<file path="src/rtl/jpeg_coef_blkbuf.sv">
// rtl/jpeg_coef_blkbuf.sv - ping-pong coefficient block buffer between Huffman decode and IDCT
// Optional JPEG_BLKBUF_DEZIGZAG_EN: write address is dezigzag(idx); otherwise idx is used as-is.
module jpeg_coef_blkbuf #(
  parameter int ID_W = 32
) (
  input  logic            clk_i,
  input  logic            rst_i,
  input  logic            img_start_i,
  input  logic            inport_valid_i,
  input  logic [15:0]     inport_data_i,
  input  logic [5:0]      inport_idx_i,
  input  logic [ID_W-1:0] inport_id_i,
  input  logic            inport_eob_i,
  output logic            inport_blk_space_o,
  output logic            outport_valid_o,
  output logic [15:0]     outport_data_o,
  output logic [5:0]      outport_idx_o,
  output logic [ID_W-1:0] outport_id_o,
  output logic            outport_last_o,
  input  logic            outport_accept_i
);

  typedef enum logic {
    ST_IDLE   = 1'b0,
    ST_STREAM = 1'b1
  } state_t;

  logic [15:0]     r_mem  [2][64];
  logic [63:0]     r_bmap [2];
  logic [ID_W-1:0] r_id   [2];
  logic [1:0]      r_full;
  logic            r_wr_sel;
  logic            r_rd_sel;
  logic            r_eob_prev;
  state_t          r_state;
  state_t          w_state_nxt;
  logic [5:0]      r_beat;
  logic [5:0]      w_beat_nxt;
  logic            w_wr_en;
  logic            w_commit;
  logic            w_drain;
  logic            w_streaming;
  logic [5:0]      w_wr_addr;

`ifdef JPEG_BLKBUF_DEZIGZAG_EN
  localparam logic [5:0] ZZ2NAT [64] = '{
    6'd0,  6'd1,  6'd8,  6'd16, 6'd9,  6'd2,  6'd3,  6'd10,
    6'd17, 6'd24, 6'd32, 6'd25, 6'd18, 6'd11, 6'd4,  6'd5,
    6'd12, 6'd19, 6'd26, 6'd33, 6'd40, 6'd48, 6'd41, 6'd34,
    6'd27, 6'd20, 6'd13, 6'd6,  6'd7,  6'd14, 6'd21, 6'd28,
    6'd35, 6'd42, 6'd49, 6'd56, 6'd57, 6'd50, 6'd43, 6'd36,
    6'd29, 6'd22, 6'd15, 6'd23, 6'd30, 6'd37, 6'd44, 6'd51,
    6'd58, 6'd59, 6'd52, 6'd45, 6'd38, 6'd31, 6'd39, 6'd46,
    6'd53, 6'd60, 6'd61, 6'd54, 6'd47, 6'd55, 6'd62, 6'd63
  };
  assign w_wr_addr = ZZ2NAT[inport_idx_i];
`else
  assign w_wr_addr = inport_idx_i;
`endif

  // A full write buffer swallows both data and a stray commit until the reader frees it.
  assign w_wr_en  = inport_valid_i && !r_full[r_wr_sel] && !img_start_i;
  assign w_commit = inport_eob_i && !r_eob_prev && !r_full[r_wr_sel] && !img_start_i;

  // Data RAM needs no reset: the written-bitmap decides whether an entry is meaningful.
  always_ff @(posedge clk_i) begin
    if (w_wr_en) begin
      r_mem[r_wr_sel][w_wr_addr] <= inport_data_i;
    end
  end

  always_ff @(posedge clk_i or posedge rst_i) begin
    if (rst_i) begin
      r_full     <= 2'b00;
      r_wr_sel   <= 1'b0;
      r_rd_sel   <= 1'b0;
      r_eob_prev <= 1'b0;
      r_bmap[0]  <= '0;
      r_bmap[1]  <= '0;
      r_id[0]    <= '0;
      r_id[1]    <= '0;
    end else if (img_start_i) begin
      r_full     <= 2'b00;
      r_wr_sel   <= 1'b0;
      r_rd_sel   <= 1'b0;
      r_eob_prev <= 1'b0;
      r_bmap[0]  <= '0;
      r_bmap[1]  <= '0;
      r_id[0]    <= '0;
      r_id[1]    <= '0;
    end else begin
      r_eob_prev <= inport_eob_i;
      if (w_wr_en) begin
        r_bmap[r_wr_sel][w_wr_addr] <= 1'b1;
      end
      if (w_commit) begin
        r_full[r_wr_sel] <= 1'b1;
        r_id[r_wr_sel]   <= inport_id_i;
        r_wr_sel         <= ~r_wr_sel;
      end
      // Drain targets a full buffer, writes a non-full one, so these never collide.
      if (w_drain) begin
        r_full[r_rd_sel] <= 1'b0;
        r_bmap[r_rd_sel] <= '0;
        r_rd_sel         <= ~r_rd_sel;
      end
    end
  end

  always_ff @(posedge clk_i or posedge rst_i) begin
    if (rst_i) begin
      r_state <= ST_IDLE;
      r_beat  <= '0;
    end else if (img_start_i) begin
      r_state <= ST_IDLE;
      r_beat  <= '0;
    end else begin
      r_state <= w_state_nxt;
      r_beat  <= w_beat_nxt;
    end
  end

  always_comb begin
    w_state_nxt = r_state;
    w_beat_nxt  = r_beat;
    w_drain     = 1'b0;
    case (r_state)
      ST_IDLE: begin
        if (r_full[r_rd_sel]) begin
          w_state_nxt = ST_STREAM;
          w_beat_nxt  = '0;
        end
      end
      ST_STREAM: begin
        if (outport_accept_i) begin
          if (r_beat == 6'd63) begin
            w_drain     = 1'b1;
            w_state_nxt = ST_IDLE;
            w_beat_nxt  = '0;
          end else begin
            w_beat_nxt = r_beat + 6'd1;
          end
        end
      end
      default: begin
        w_state_nxt = ST_IDLE;
        w_beat_nxt  = '0;
      end
    endcase
  end

  assign w_streaming        = (r_state == ST_STREAM);
  assign outport_valid_o    = w_streaming;
  assign outport_data_o     = (w_streaming && r_bmap[r_rd_sel][r_beat]) ? r_mem[r_rd_sel][r_beat] : 16'd0;
  assign outport_idx_o      = w_streaming ? r_beat : 6'd0;
  assign outport_id_o       = w_streaming ? r_id[r_rd_sel] : '0;
  assign outport_last_o     = w_streaming && (r_beat == 6'd63);
  assign inport_blk_space_o = !r_full[r_wr_sel];

endmodule

</file>
<file path="config.mk">
export PLATFORM = sky130hd
export DESIGN_NAME = jpeg_coef_blkbuf
export DESIGN_NICKNAME = d
export VERILOG_FILES = /design/src/rtl/jpeg_coef_blkbuf.sv
export SDC_FILE = /design/constraint.sdc
export NUM_CORES = 2
export LEC_CHECK = 0
export ABC_CLOCK_PERIOD_IN_PS = 10740
export CORE_ASPECT_RATIO = 0.9
export CORE_UTILIZATION = 46
export CTS_CLUSTER_DIAMETER = 150
export DETAILED_ROUTE_END_ITERATION = 7
export GPL_ROUTABILITY_DRIVEN = 0
export GPL_TIMING_DRIVEN = 0
export MAX_ROUTING_LAYER = met4
export PLACE_DENSITY = 0.68
export RECOVER_POWER = 50
export SYNTH_ARGS = -nofsm -noshare
export SYNTH_HDL_FRONTEND = slang
export SYNTH_SLANG_ARGS = --single-unit
</file>
<file path="constraint.sdc">
create_clock -name clk_i -period 10.74 [get_ports clk_i]
set_input_delay 1.074 -clock clk_i [delete_from_list [all_inputs] [get_ports clk_i]]
set_output_delay 1.074 -clock clk_i [all_outputs]
set_load 0.005 [all_outputs]
</file>
After elaboration in Yosys (flattened, before gate mapping)
Memories as Yosys holds them, arrays and structs flattened.
Index checks and enable logic that the tools add are counted.
Widths: inputs -> output; s select.
Word-level totals
  flip-flop bits (word level): 204
  word-level logic and storage cells: 124
  bits in latches: 0
  memories kept: 1
  bits in writable memories: 2048
  bits in read-only memories: 0
Operators by class
  multiply operators: 0
  muxes and demuxes: 63
  shifts and indexed selects: 0
  add/subtract/negate cells: 1
  reductions and logical operators: 19
  divide/modulo/power cells: 0
  equal/unequal tests: 3
  magnitude comparators: 14
  bitwise logic cells: 13
Memories
  r_mem: words 2, bits a word 1024, rd ports 1, clocked after Yosys merged registers in 0, wr ports 1, RTL line 28  | logic [15:0] r_mem [2][64];
Operators with widths (count)
  $mux 1024: 1
  $mux 128: 4
  $mux 64: 7
  $mux 32: 5
  $and 128x128->128: 1
  $demux 64 s1: 2
  $not 128->128: 1
  $or 128x128->128: 1
  $bmux 16 s6: 1
  $demux 16 s6: 1
  $bwmux 64: 1
  $mux 16: 4
  $demux 32 s1: 1
  $mux 6: 5
  $mux 1: 21
  $ge 7x7->1 const B: 2
  $lt 6x7->1 const B: 2
  $not 6->7: 2
  $logic_and 1x1->1: 13
  $pmux 6 s2: 1
  $mux 2: 4
  $lt 7x1->1 const B: 1
  $add 6x1->6 const B: 1
  $bmux 1 s6: 1
  18 further kinds: 30

Logic depth before layout (Yosys ltp)
  word-level depth: 12
  mapped depth: 13
  mapped depth without buffers: 7

Worst setup path before layout
No wires, ideal clock.
  kind: reg-to-output
  start: register r_rd_sel
  end: output outport_data_o[9]
  stages on the path, launching flop included: 9
  data required time: 9666 ps
  data arrival time: 2287 ps
  setup slack: 7379 ps
  cells stage by stage: dfrtp_1 buf_6 buf_12 buf_12 buf_12 mux4_2 mux4_2 a2111oi_4 nor4_2
Between the ends
  longest elaborated chain between the ends: 8
  elaborated cells on any way between the ends: 12
  classes of those cells: mux (9); bitwise (1); reduce/logical (1); memory (1)
Ends and longest elaborated chain
  from (decl): RTL line 33  | logic r_rd_sel;
  from (signal assigned): RTL line 105  | r_rd_sel <= ~r_rd_sel;
  $not 1->2 (not written as such): RTL line 154  | assign outport_data_o = (w_streaming && r_bmap[r_rd_sel][r_beat]) ? r_mem[r_rd_sel][r_beat] : 16'd0;
  $mux 64 (not written as such) (3 in series): RTL line 154
  $bmux 1 s6: RTL line 154
  $mux 1 (not written as such): RTL line 154
  $logic_and 1x1->1: RTL line 154
  $mux 16 (*): RTL line 154
  to (decl): RTL line 16  | output logic [15:0] outport_data_o,
Every way passes the cells marked *; elsewhere a longest branch is shown, timed or not. The select of a mux whose other input is x is not followed.

Final worst setup path
  start: register r_beat[0]
  end: output outport_data_o[3]
Between the ends
  longest elaborated chain between the ends: 5
  elaborated cells on any way between the ends: 8
  classes of those cells: mux (6); bitwise (1); reduce/logical (1)
Ends and longest elaborated chain
  from (decl): RTL line 37  | logic [5:0] r_beat;
  from (signal assigned): RTL line 119  | r_beat <= w_beat_nxt;
  $not 6->7 (not written as such): RTL line 154
  $bmux 16 s6: RTL line 154
  $mux 16 (not written as such) (2 in series): RTL line 154
  $mux 16 (*): RTL line 154
Marked as above.

==> metrics.md <==
| Metric | Value |
|---|---|
| Buffers inserted by post-CTS timing repair | `0` |
| Final setup slack of the worst path | `2.822 ns` |
| Number of port buffers | `116` |
| Clock transition time at the flip-flop clock pins of the worst setup and hold paths | `0.06 ns` |
| Root Buffer | `sky130_fd_sc_hd__clkbuf_16` |
| I/O pin cnt | `117` |
| Total power divided by cell area | `173.8 nW/µm²` |
| Final setup skew | `0.04214 ns` |
| Data arrival at the endpoint of the critical path | `6.84 ns` |
| Top cells by area, synth | `sky130_fd_sc_hd__edfxtp_1 (70%), sky130_fd_sc_hd__mux4_2 (7.5%), sky130_fd_sc_hd__dfrtp_1 (5.8%), sky130_fd_sc_hd__mux2i_1 (5.8%), sky130_fd_sc_hd__o21a_1 (1.1%)` |
| Clock insertion delay at the later pin of the skew report | `0.86 ns` |
| # H-tree levels | `4` |
| Setup TNS | `0 ns` |
| Remaining antenna violation count after routing | `0` |
| Type of the worst setup path | `flop to output port` |
| Area taken by flip-flops and latches | `66600 µm²` |
| Part of the cycle the worst path needs | `73.73%` |
| Final global-route overflow total | `0` |
| Total of cells resized after clock tree synthesis | `0` |
| Cell area after synthesis | `88070 µm²` |
| Most common library cells after synthesis | `sky130_fd_sc_hd__edfxtp_1 (2048), sky130_fd_sc_hd__mux2i_1 (508), sky130_fd_sc_hd__mux4_2 (293)` |
| Count of final max-slew check failures | `2173` |
| Synthesized flop and latch total | `2252` |
| CTS hold repair buffers | `0` |
| Fraction of final layout cells sized beyond drive strength 1 | `19.40%` |
| Worst-case vdd ir drop | `162.5 µV` |
| Hold/Removal Path Class | `flop to flop` |
| Layout Area Growth over Synthesis | `15.88%` |
| Nets | `5167` |
| Number of placement rows | `151` |
| Buffers from clock root to sink, at most | `3` |
| Hold Violations, Final | `0` |
| Number of endpoints failing setup at the final stage | `0` |
| Status | `finished, violations left` |
| Endpoint type of the worst setup path | `output port` |
| Antenna violations before repair | `11` |
| Vias in the first global route | `47954` |
| Setup crit start kind | `flop` |
| TritonCTS clock tree | `built` |
| Minimum period implied by the final worst setup slack | `7.918 ns` |
| Die H | `417.1 µm` |
| Pin count of the biggest net entering global routing | `130` |
| Fraction of registers with async set or reset after synthesis | `9.059%` |
| Static Leak | `0.03109 µW` |
| Reported max-cap violation count | `33` |
| Detailed Place HPWL | `184200 µm` |
| Via count | `50161` |
| Effective utilization at floorplan | `46.57%` |
| Top_reg_cell synth | `sky130_fd_sc_hd__edfxtp_1` |
| Flop2flop setup slack | `6.62 ns` |
| Most common cell in the synthesized netlist | `sky130_fd_sc_hd__edfxtp_1` |
| Drt via density | `6.409` |
| Crit path required time | `9.67 ns` |
| Remaining max-slew budget at the tightest pin | `-202.9%` |
| Number of design-rule violations left by the first detailed-router iteration | `8704` |
| FMAX | `126.3 MHz` |
| Utilization of the core after routing | `53.97%` |
| Wire length of the first global-routing pass | `373100 µm` |
| Fraction of post-synthesis cell area in the top cell type by area | `69.83%` |
| Sequential element share of the synthesized area | `75.62%` |
| Post-Synthesis Mean Instance Area | `19.03 µm²` |
| Violations in the final reports | `design-rule violations, max-capacitance violations, max-slew violations` |
| Area of combinational cells with multiple inputs | `20060 µm²` |
| Count of unresolved DRC violations after routing | `3` |
| Detailed-route wire length per cell | `34.30 µm` |
| EDFF count, synth | `2048` |
| Total placed instance area | `95520 µm²` |
| Placement-stage worst setup slack | `4.160 ns` |
| Nets in the synthesized netlist | `4688` |
| Synth area leader | `sky130_fd_sc_hd__edfxtp_1` |
| Number of detailed-route iterations in the first pass | `8` |
| Clock buffer count from CTS | `213` |
| Number of fillers in the final layout | `14343` |
| Transition time of the tightest slew-check pin | `4.544 ns` |
| Sink Count | `2252` |
| Number of warnings reported in the yosys synthesis log | `0` |
| Top fanout value on the critical path | `10` |
| Total detailed-routing wirelength | `268500 µm` |
| Die extent in x | `463.2 µm` |
| Number of cells produced by synthesis | `4627` |
| RSZ-0062 raised after global routing | `false` |
| Total track usage | `28.44%` |
| Final instance area | `102100 µm²` |
| Die outline area | `193200 µm²` |
| Area of the placeable core | `189100 µm²` |
| Yosys cell types | `55` |
| Total design power | `17740 µW` |
worst max-delay path: stages (launching register included):
cell and delay (ns):
sky130_fd_sc_hd__dfrtp_1 0.36, sky130_fd_sc_hd__buf_2 0.33, sky130_fd_sc_hd__or2_2 0.17, sky130_fd_sc_hd__clkbuf_1 0.96
sky130_fd_sc_hd__clkbuf_1 1.00, sky130_fd_sc_hd__buf_1 0.62, sky130_fd_sc_hd__o22ai_1 0.13, sky130_fd_sc_hd__a211oi_1 0.86
sky130_fd_sc_hd__o221ai_1 0.24, sky130_fd_sc_hd__nand3_1 0.49, sky130_fd_sc_hd__a21oi_1 0.26, sky130_fd_sc_hd__clkdlybuf4s50_1 0.52
logic make-up (layout without fill, tap and decap cells):
group	after synthesis	count (layout)	synth area share, %
other	0	14	0
and+or+nand+nor	432	432	2.158
AOI/OAI and AO/OA	796	796	6.349
buffers and inverters	310	972	1.976
xor gates and xnor gates	1	1	0.009946
muxes	835	835	13.87
adders and majority gates	1	1	0.01420
DFF	2252	2252	75.62
through the flow:
stage	hold slack [ns]	std cells
global route	0.4918	7822
CTS	0.4883	7811
detailed placement	0.4742	7413
floorplan	0.4559	4627
global placement	0.4651	7267
finish	0.4880	7827
metal layers:
metal / vias to the layer above / GRT usage, % / part of all wire [%]
li1: 19919 / - / -
met1: 25997 / 37.98 / 38
met2: 3626 / 40.45 / 44
met3: 619 / 8.796 / 14
met4: 0 / 11.86 / 4.9
met5: - / - / 0
where the power goes:
group / switching, µW / leakage (µW) / internal (µW) / total, µW
combinational: 480 / 0.00646 / 147 / 627
clock: 3330 / 0.00339 / 4170 / 7500
sequential: 11.0 / 0.0212 / 9610 / 9620
sequential cells by signal, indices dropped and copies added (netlist names):
name	flops
outport_valid_o	1
r_beat	6
r_bmap	128
r_eob_prev	1
r_full	2
r_id	64
r_mem	2048
r_rd_sel	1
r_wr_sel	1
worst paths after layout:
check,startpoint,to,cells past startpoint
worst max-delay path,r_beat[0],outport_data_o[3],11
worst min-delay path,r_bmap[64],r_bmap[64],1
worst max register to register,r_wr_sel,r_mem[0][804],6
worst min register to register,r_bmap[64],r_bmap[64],1
max in group asynchronous,rst_i,r_bmap[76],3
min in group asynchronous,rst_i,r_id[14],2
layout by cell type (no fill, tap or decap), drive strengths merged, types with 19 or more instances in the layout:
cell type      instances
edfxtp              2048
o21a                 130
mux2i                508
bufinv                19
dfrtp                204
nand2                157
buf                  282
a211oi               116
a21oi                 92
o22ai                123
clkbuf               449
o21ai                 74
nor2                 144
nor2b                 45
o211ai                57
mux2                  24
mux4                 303
clkinv               101
a221oi                58
a22oi                 61
clkdlybuf4s50         98
o221ai                62
nand3                 47
cell type report:
cell class	instances	share of cell area [%]
diodes	14	0.03433
repair buffers	264	3.455
well taps	2524	3.094
inverters	7	0.02697
clock buffers	264	5.469
plain buffers	303	1.681
flip-flops and latches	2252	65.26
multi-input cells	2065	19.65
clock inverters	134	1.329
No activity file was read; power rests on OpenSTA's default activity.
